$ cat config.mk
export PLATFORM = sky130hd
export DESIGN_NAME = counter_delta_decoder
export DESIGN_NICKNAME = d
export VERILOG_FILES = /design/src/rtl/counter_delta_pkg.sv /design/src/rtl/counter_delta_fifo.sv /design/src/rtl/counter_delta_decoder.sv
export SDC_FILE = /design/constraint.sdc
export NUM_CORES = 1
export LEC_CHECK = 0
export CAP_MARGIN = 20
export CORE_ASPECT_RATIO = 0.9
export CORE_MARGIN = 8
export CORE_UTILIZATION = 35
export DETAILED_ROUTE_END_ITERATION = 10
export GPL_TIMING_DRIVEN = 0
export PLACE_DENSITY = 0.57
export SETUP_SLACK_MARGIN = 0.3
export SLEW_MARGIN = 20
export SYNTH_ARGS = -nofsm -noshare
export SYNTH_HDL_FRONTEND = slang
export SYNTH_SLANG_ARGS = --single-unit
$ cat constraint.sdc
create_clock -name clk -period 7.9 [get_ports clk]
set_input_delay 1.975 -clock clk [delete_from_list [all_inputs] [get_ports clk]]
set_output_delay 1.975 -clock clk [all_outputs]
set_load 0.05 [all_outputs]
$ cat src/rtl/counter_delta_pkg.sv
// Shared types for the running-total to increment decoder: default widths, FSM states, FIFO entry.
// The amt field width is fixed by DEF_AMT_W; a wider AMT_W needs this constant raised.
package counter_delta_pkg;

  localparam int DEF_TOT_W = 8;
  localparam int DEF_AMT_W = 4;

  typedef enum logic {
    EMPTY  = 1'b0,
    PRIMED = 1'b1
  } state_t;

  typedef struct packed {
    logic                 inc;
    logic [DEF_AMT_W-1:0] amt;
  } delta_entry_t;

endpackage

$ cat src/rtl/counter_delta_fifo.sv
// Synchronous FIFO of decoded (inc, amt) entries with a registered head entry.
// Latency: a push into an empty FIFO is visible at head after the same edge.
// Backpressure: pushes while full and pops while empty are ignored; no full-FIFO pass-through.
module counter_delta_fifo
  import counter_delta_pkg::*;
#(
  parameter int DEPTH = 4
) (
  input  logic         clk,
  input  logic         reset,
  input  logic         push,
  input  delta_entry_t push_dat,
  input  logic         pop,
  output logic         full,
  output logic         empty,
  output delta_entry_t head
);

  localparam int PW = $clog2(DEPTH);

  delta_entry_t  mem [DEPTH];
  delta_entry_t  head_q;
  logic [PW-1:0] wr_ptr;
  logic [PW-1:0] rd_ptr;
  logic [PW-1:0] rd_nxt;
  logic [PW:0]   count;
  logic          do_push;
  logic          do_pop;

  assign full    = (count == (PW+1)'(DEPTH));
  assign empty   = (count == '0);
  assign do_push = push && !full;
  assign do_pop  = pop && !empty;
  assign rd_nxt  = rd_ptr + 1'b1;
  assign head    = head_q;

  always_ff @(posedge clk) begin
    if (do_push) begin
      mem[wr_ptr] <= push_dat;
    end
  end

  always_ff @(posedge clk) begin
    if (reset) begin
      wr_ptr <= '0;
      rd_ptr <= '0;
      count  <= '0;
      head_q <= '0;
    end else begin
      if (do_push) begin
        wr_ptr <= wr_ptr + 1'b1;
      end
      if (do_pop) begin
        rd_ptr <= rd_nxt;
      end
      if (do_push && !do_pop) begin
        count <= count + 1'b1;
      end else if (do_pop && !do_push) begin
        count <= count - 1'b1;
      end
      // Head tracks the oldest entry; with one entry left a pop hands over to the incoming push.
      if (do_pop) begin
        if (count > (PW+1)'(1)) begin
          head_q <= mem[rd_nxt];
        end else if (do_push) begin
          head_q <= push_dat;
        end
      end else if (do_push && empty) begin
        head_q <= push_dat;
      end
    end
  end

endmodule

$ cat src/rtl/counter_delta_decoder.sv
// Recovers (inc, amt) pairs from a running-total stream; optional stats via COUNTER_DELTA_DECODER_STATS_EN.
// Latency: a pair decoded from a sample accepted at edge N is at the output in cycle N+1 when the buffer was empty.
// Backpressure: io_in_ready = !fifo_full; a full buffer holds the input until a pop has completed.
module counter_delta_decoder
  import counter_delta_pkg::*;
#(
  parameter int TOT_W      = DEF_TOT_W,
  parameter int AMT_W      = DEF_AMT_W,
  parameter int FIFO_DEPTH = 4
) (
  input  logic             clk,
  input  logic             reset,
  input  logic             io_in_valid,
  output logic             io_in_ready,
  input  logic [TOT_W-1:0] io_in_tot,
  output logic             io_out_valid,
  input  logic             io_out_ready,
  output logic             io_out_inc,
  output logic [AMT_W-1:0] io_out_amt,
  output logic             io_err
`ifdef COUNTER_DELTA_DECODER_STATS_EN
  ,
  output logic [15:0]      io_samples,
  output logic [7:0]       io_range_errs
`endif
);

  state_t                   state_q;
  state_t                   state_d;
  logic [TOT_W-1:0]         prev_q;
  logic [TOT_W-1:0]         delta;
  logic [TOT_W+AMT_W-1:0]   delta_ext;
  logic                     in_range;
  logic                     accept;
  logic                     push;
  logic                     range_err;
  logic                     err_q;
  logic                     fifo_full;
  logic                     fifo_empty;
  delta_entry_t             push_dat;
  delta_entry_t             head;

  assign accept      = io_in_valid && io_in_ready;
  assign io_in_ready = !fifo_full;
  assign delta       = io_in_tot - prev_q;
  // Zero-extending before the range test keeps it legal even when AMT_W >= TOT_W.
  assign delta_ext   = {{AMT_W{1'b0}}, delta};
  assign in_range    = (delta_ext[TOT_W+AMT_W-1:AMT_W] == '0);

  always_comb begin
    state_d   = state_q;
    push      = 1'b0;
    push_dat  = '0;
    range_err = 1'b0;
    if (accept) begin
      case (state_q)
        EMPTY: begin
          state_d = PRIMED;
        end
        PRIMED: begin
          if (in_range) begin
            push         = 1'b1;
            push_dat.inc = (delta != '0);
            push_dat.amt = DEF_AMT_W'(delta_ext[AMT_W-1:0]);
          end else begin
            range_err = 1'b1;
          end
        end
        default: state_d = EMPTY;
      endcase
    end
  end

  always_ff @(posedge clk) begin
    if (reset) begin
      state_q <= EMPTY;
      prev_q  <= '0;
      err_q   <= 1'b0;
    end else begin
      state_q <= state_d;
      if (accept) begin
        prev_q <= io_in_tot;
      end
      if (range_err) begin
        err_q <= 1'b1;
      end
    end
  end

  counter_delta_fifo #(
    .DEPTH (FIFO_DEPTH)
  ) u_fifo (
    .clk      (clk),
    .reset    (reset),
    .push     (push),
    .push_dat (push_dat),
    .pop      (io_out_ready),
    .full     (fifo_full),
    .empty    (fifo_empty),
    .head     (head)
  );

  assign io_out_valid = !fifo_empty;
  assign io_out_inc   = head.inc;
  assign io_out_amt   = AMT_W'(head.amt);
  assign io_err       = err_q;

`ifdef COUNTER_DELTA_DECODER_STATS_EN
  logic [15:0] samples_q;
  logic [7:0]  range_errs_q;

  always_ff @(posedge clk) begin
    if (reset) begin
      samples_q    <= '0;
      range_errs_q <= '0;
    end else begin
      if (accept && (samples_q != '1)) begin
        samples_q <= samples_q + 1'b1;
      end
      if (range_err && (range_errs_q != '1)) begin
        range_errs_q <= range_errs_q + 1'b1;
      end
    end
  end

  assign io_samples    = samples_q;
  assign io_range_errs = range_errs_q;
`endif

endmodule

==> metrics.md <==
| Metric | Value |
|---|---|
| Synth Register Bits | `between 40 and 50` |
| Tmin final | `around 4800 ps` |
| Vias per Instance | `4.88` |
| Row count | `28` |
| Vias in the first global route | `roughly 1600` |
| Wirelength per Cell | `14.6 um` |
| Largest fanout on the critical path | `10` |
| Clock transition at path regs | `80 ps` |
| Worst Clk Skew | `7.69 ps` |
| RSZ-0062 raised after global routing | `no` |
| Full die area | `between 0.009 and 0.01 mm^2` |
| Mapped Avg Cell Area | `10.8 um^2` |
| Core area | `0.00645 mm^2` |
| Largest net degree at the start of global routing | `14` |
| Post-cts sizing count | `0` |
| CTS Buf Count | `5` |
| Fill count | `644` |
| # H-tree levels | `2` |
| CP Launch Type | `input pin` |
| Crit path required time | `8130 ps` |
| IO Pins | `20` |
| Final setup vio count | `0` |
| Placed Area | `~0.0026 mm^2` |
| Detailed Route Iter0 Violations | `71` |
| Crit path max-delay cell type | `clkdlybuf4s50_1` |
| Fin area | `about 0.0027 mm^2` |
| Chip Width | `between 100 and 150 um` |
| Die Y | `92.5 um` |
| Vias | `1600` |
| Area Growth Syn to Fin | `18.1%` |
| Tcrit/Tclk final | `about three fifths` |
| Worst-margin pin slew | `between 500 and 600 ps` |
| Ys async rst share | `0%` |
| Sequential fraction of the synthesis area | `between 40% and 50%` |
| # diodes | `0` |
| First-pass GRT wire length | `roughly 8.1 mm` |
| Kind of critical path | `in -> reg` |
| Starting Density | `a little over a third` |
| Count of final hold-check violations | `0` |
| HP Class | `reg -> reg` |
| TritonCTS clock tree | `built` |
| Static Leak | `between 1 and 1.5 nW` |
| Crit path buffers/inverters | `5` |
| Netlist Area Pre-Place | `about 0.0023 mm^2` |
| DRT Wirelength | `4.78 mm` |
| DRC viols | `0` |
| Sink Count | `42` |
| Post-synthesis net count | `241` |
| Port bufs | `19` |
| Initial antenna violation count | `0` |
| Total power | `just under 0.0007 W` |
| Post-DRT Antenna Nets | `0` |
| Max IR drop VDD | `about 150 uV` |
| Cells after Synth | `between 200 and 250` |
| Root Driver | `clkbuf_8` |
| GRT Resource Usage Total | `11.0%` |
| Fmax | `209 MHz` |
| CP peak stage delay | `roughly 510 ps` |
| EDFF count, synth | `20` |
| Ys flop type | `dfxtp_1` |
| CP Data Arrival Time | `between 5000 and 6000 ps` |
| Drt pass-1 iters | `4` |
| Layout cells sized above 1 | `around a tenth` |
| Gr ovfl total | `0` |
| Setup crit end kind | `flip-flop` |
| Synth Warn # | `0` |
| Unique cell type count in the Yosys netlist | `50` |
| MaxCap Viol Count | `0` |
| Total Nets Final | `about 270` |
| PwrDens | `256 mW/mm^2` |
| Crit path cell chain | `clkdlybuf4s50_1 -> inv_1 -> ha_1 -> inv_1 -> fa_1 -> nand3_1 -> a221oi_2 -> o221ai_1 -> and4b_1 -> buf_6 -> buf_2 -> ha_1 -> or3_1 -> a21oi_1` |
| Clk_lat worst skew | `300 ps` |
| Final GP Congestion | `approximately 0.81` |
| Status | `finished clean` |
| # Post-CTS Setup Buffers | `0` |
| Max Buffers Root-to-Sink | `2` |
| Setup TNS | `0 ps` |
| Hold buffers post-CTS | `0` |
| Rel. slew slack | `about 63%` |
| DP HPWL | `roughly 3.6 mm` |
| Delay-heaviest family, CP | `buffers and inverters` |
| Pins over their slew limit | `0` |
[cells in the mapped netlist, types with 2 or more instances]
cell type  instances  share of area (%)
o21ai_0            3               0.66
xnor2_1            3                1.2
a221o_1            5                2.2
nand2b_1           3               0.82
nand3_1            2               0.44
buf_6              2               0.99
clkbuf_1           4               0.66
and2_1            10                2.7
nand2_1           20                3.3
ha_1              17                9.3
edfxtp_1          20                 26
nor2_1            16                2.6
mux2i_1            2               0.88
dfxtp_1           22                 19
inv_1             19                3.1
a22oi_1            5                1.6
a21oi_1           17                3.7
xor2_1             5                1.9
mux4_2             5                4.9
[area by class of cell]
class                   instances  area [um^2]  share of cell area [%]
plain buffers                   7         42.5                    1.58
repair buffers                 19          190                    7.07
clock inverters                 2         37.5                    1.40
clock buffers                   6         72.6                    2.70
flip-flops and latches         42         1040                    38.7
multi-input cells             143         1120                    41.7
inverters                      19         71.3                    2.65
well taps                      90          113                    4.19
[cells by family (layout without fill, tap and decap cells)]
group           Yosys count  count (layout)  synth area share (%)
mux                       7               7                  5.82
compound gates           46              46                  15.4
xor+xnor                  8               8                  3.08
fa+ha+maj                18              18                  10.2
flops                    42              42                  45.7
simple gates             64              64                  14.8
buf+inv                  26              53                  5.00
[tightest hold or removal path, delay by kind of cell (launching register included)]
| family | cells | cell delay, ps |
|---|---|---|
| AOI/OAI and AO/OA | 1 | 50 |
| DFF | 1 | 320 |
| and+or+nand+nor | 1 | 50 |
[per-stage QoR]
stage | util (%) | setup slack, ps | hold slack (ps) | cells
after global routing | 41.7 | 2850 | 480 | 328
final | 41.7 | 3120 | 459 | 328
after CTS | 41.7 | 3100 | 461 | 328
after detailed placement | 40.0 | 2790 | 448 | 320
after floorplan | - | 3570 | 436 | 211
after global placement | 40.0 | 2850 | 444 | 320
[registers in the layout (all words and copies together), names as in the netlist]
register,cells
io_err,1
prev_q,8
state_q,1
u_fifo.count,3
u_fifo.head,5
u_fifo.mem,20
u_fifo.rd_ptr,2
u_fifo.wr_ptr,2
[power breakdown]
group / total (W) / internal (W) / switching (W)
logic: 0.000253 / 0.0000948 / 0.000158
registers: 0.000264 / 0.000247 / 0.0000171
clock network: 0.000173 / 0.0000944 / 0.0000786
[cell usage in the layout, fill, tap and decap left out, drive strengths merged, types with 2 or more instances in the layout]
| cell type | instances |
|---|---|
| clkbuf | 10 |
| xnor2 | 3 |
| nand2b | 3 |
| mux4 | 5 |
| nor3 | 2 |
| ha | 17 |
| a221o | 5 |
| and2 | 10 |
| clkdlybuf4s50 | 19 |
| mux2i | 2 |
| a22oi | 5 |
| nor2 | 17 |
| inv | 19 |
| nand2 | 20 |
| o21ai | 4 |
| xor2 | 5 |
| dfxtp | 22 |
| nand3 | 2 |
| o211ai | 2 |
| buf | 3 |
| a21oi | 18 |
| edfxtp | 20 |
[routing by layer]
metal | global-route usage [%] | vias up | wire length [um]
met3 | 1.72 | 6 | 190
met4 | 4.83 | 0 | 73
li1 | - | 808 | -
met1 | 14.3 | 761 | 2370
met2 | 17.5 | 25 | 2140
met5 | 0 | - | 0
[worst paths after layout]
check,from,to,slack [ps],cells past startpoint
hold reg to reg,prev_q[3],prev_q[3],460,2
hold / removal,prev_q[3],prev_q[3],460,2
setup / recovery,io_in_tot[0],u_fifo.count[2],3120,14
setup reg to reg,u_fifo.count[0],u_fifo.count[2],4950,11
Power figures use the tool's default switching activity.
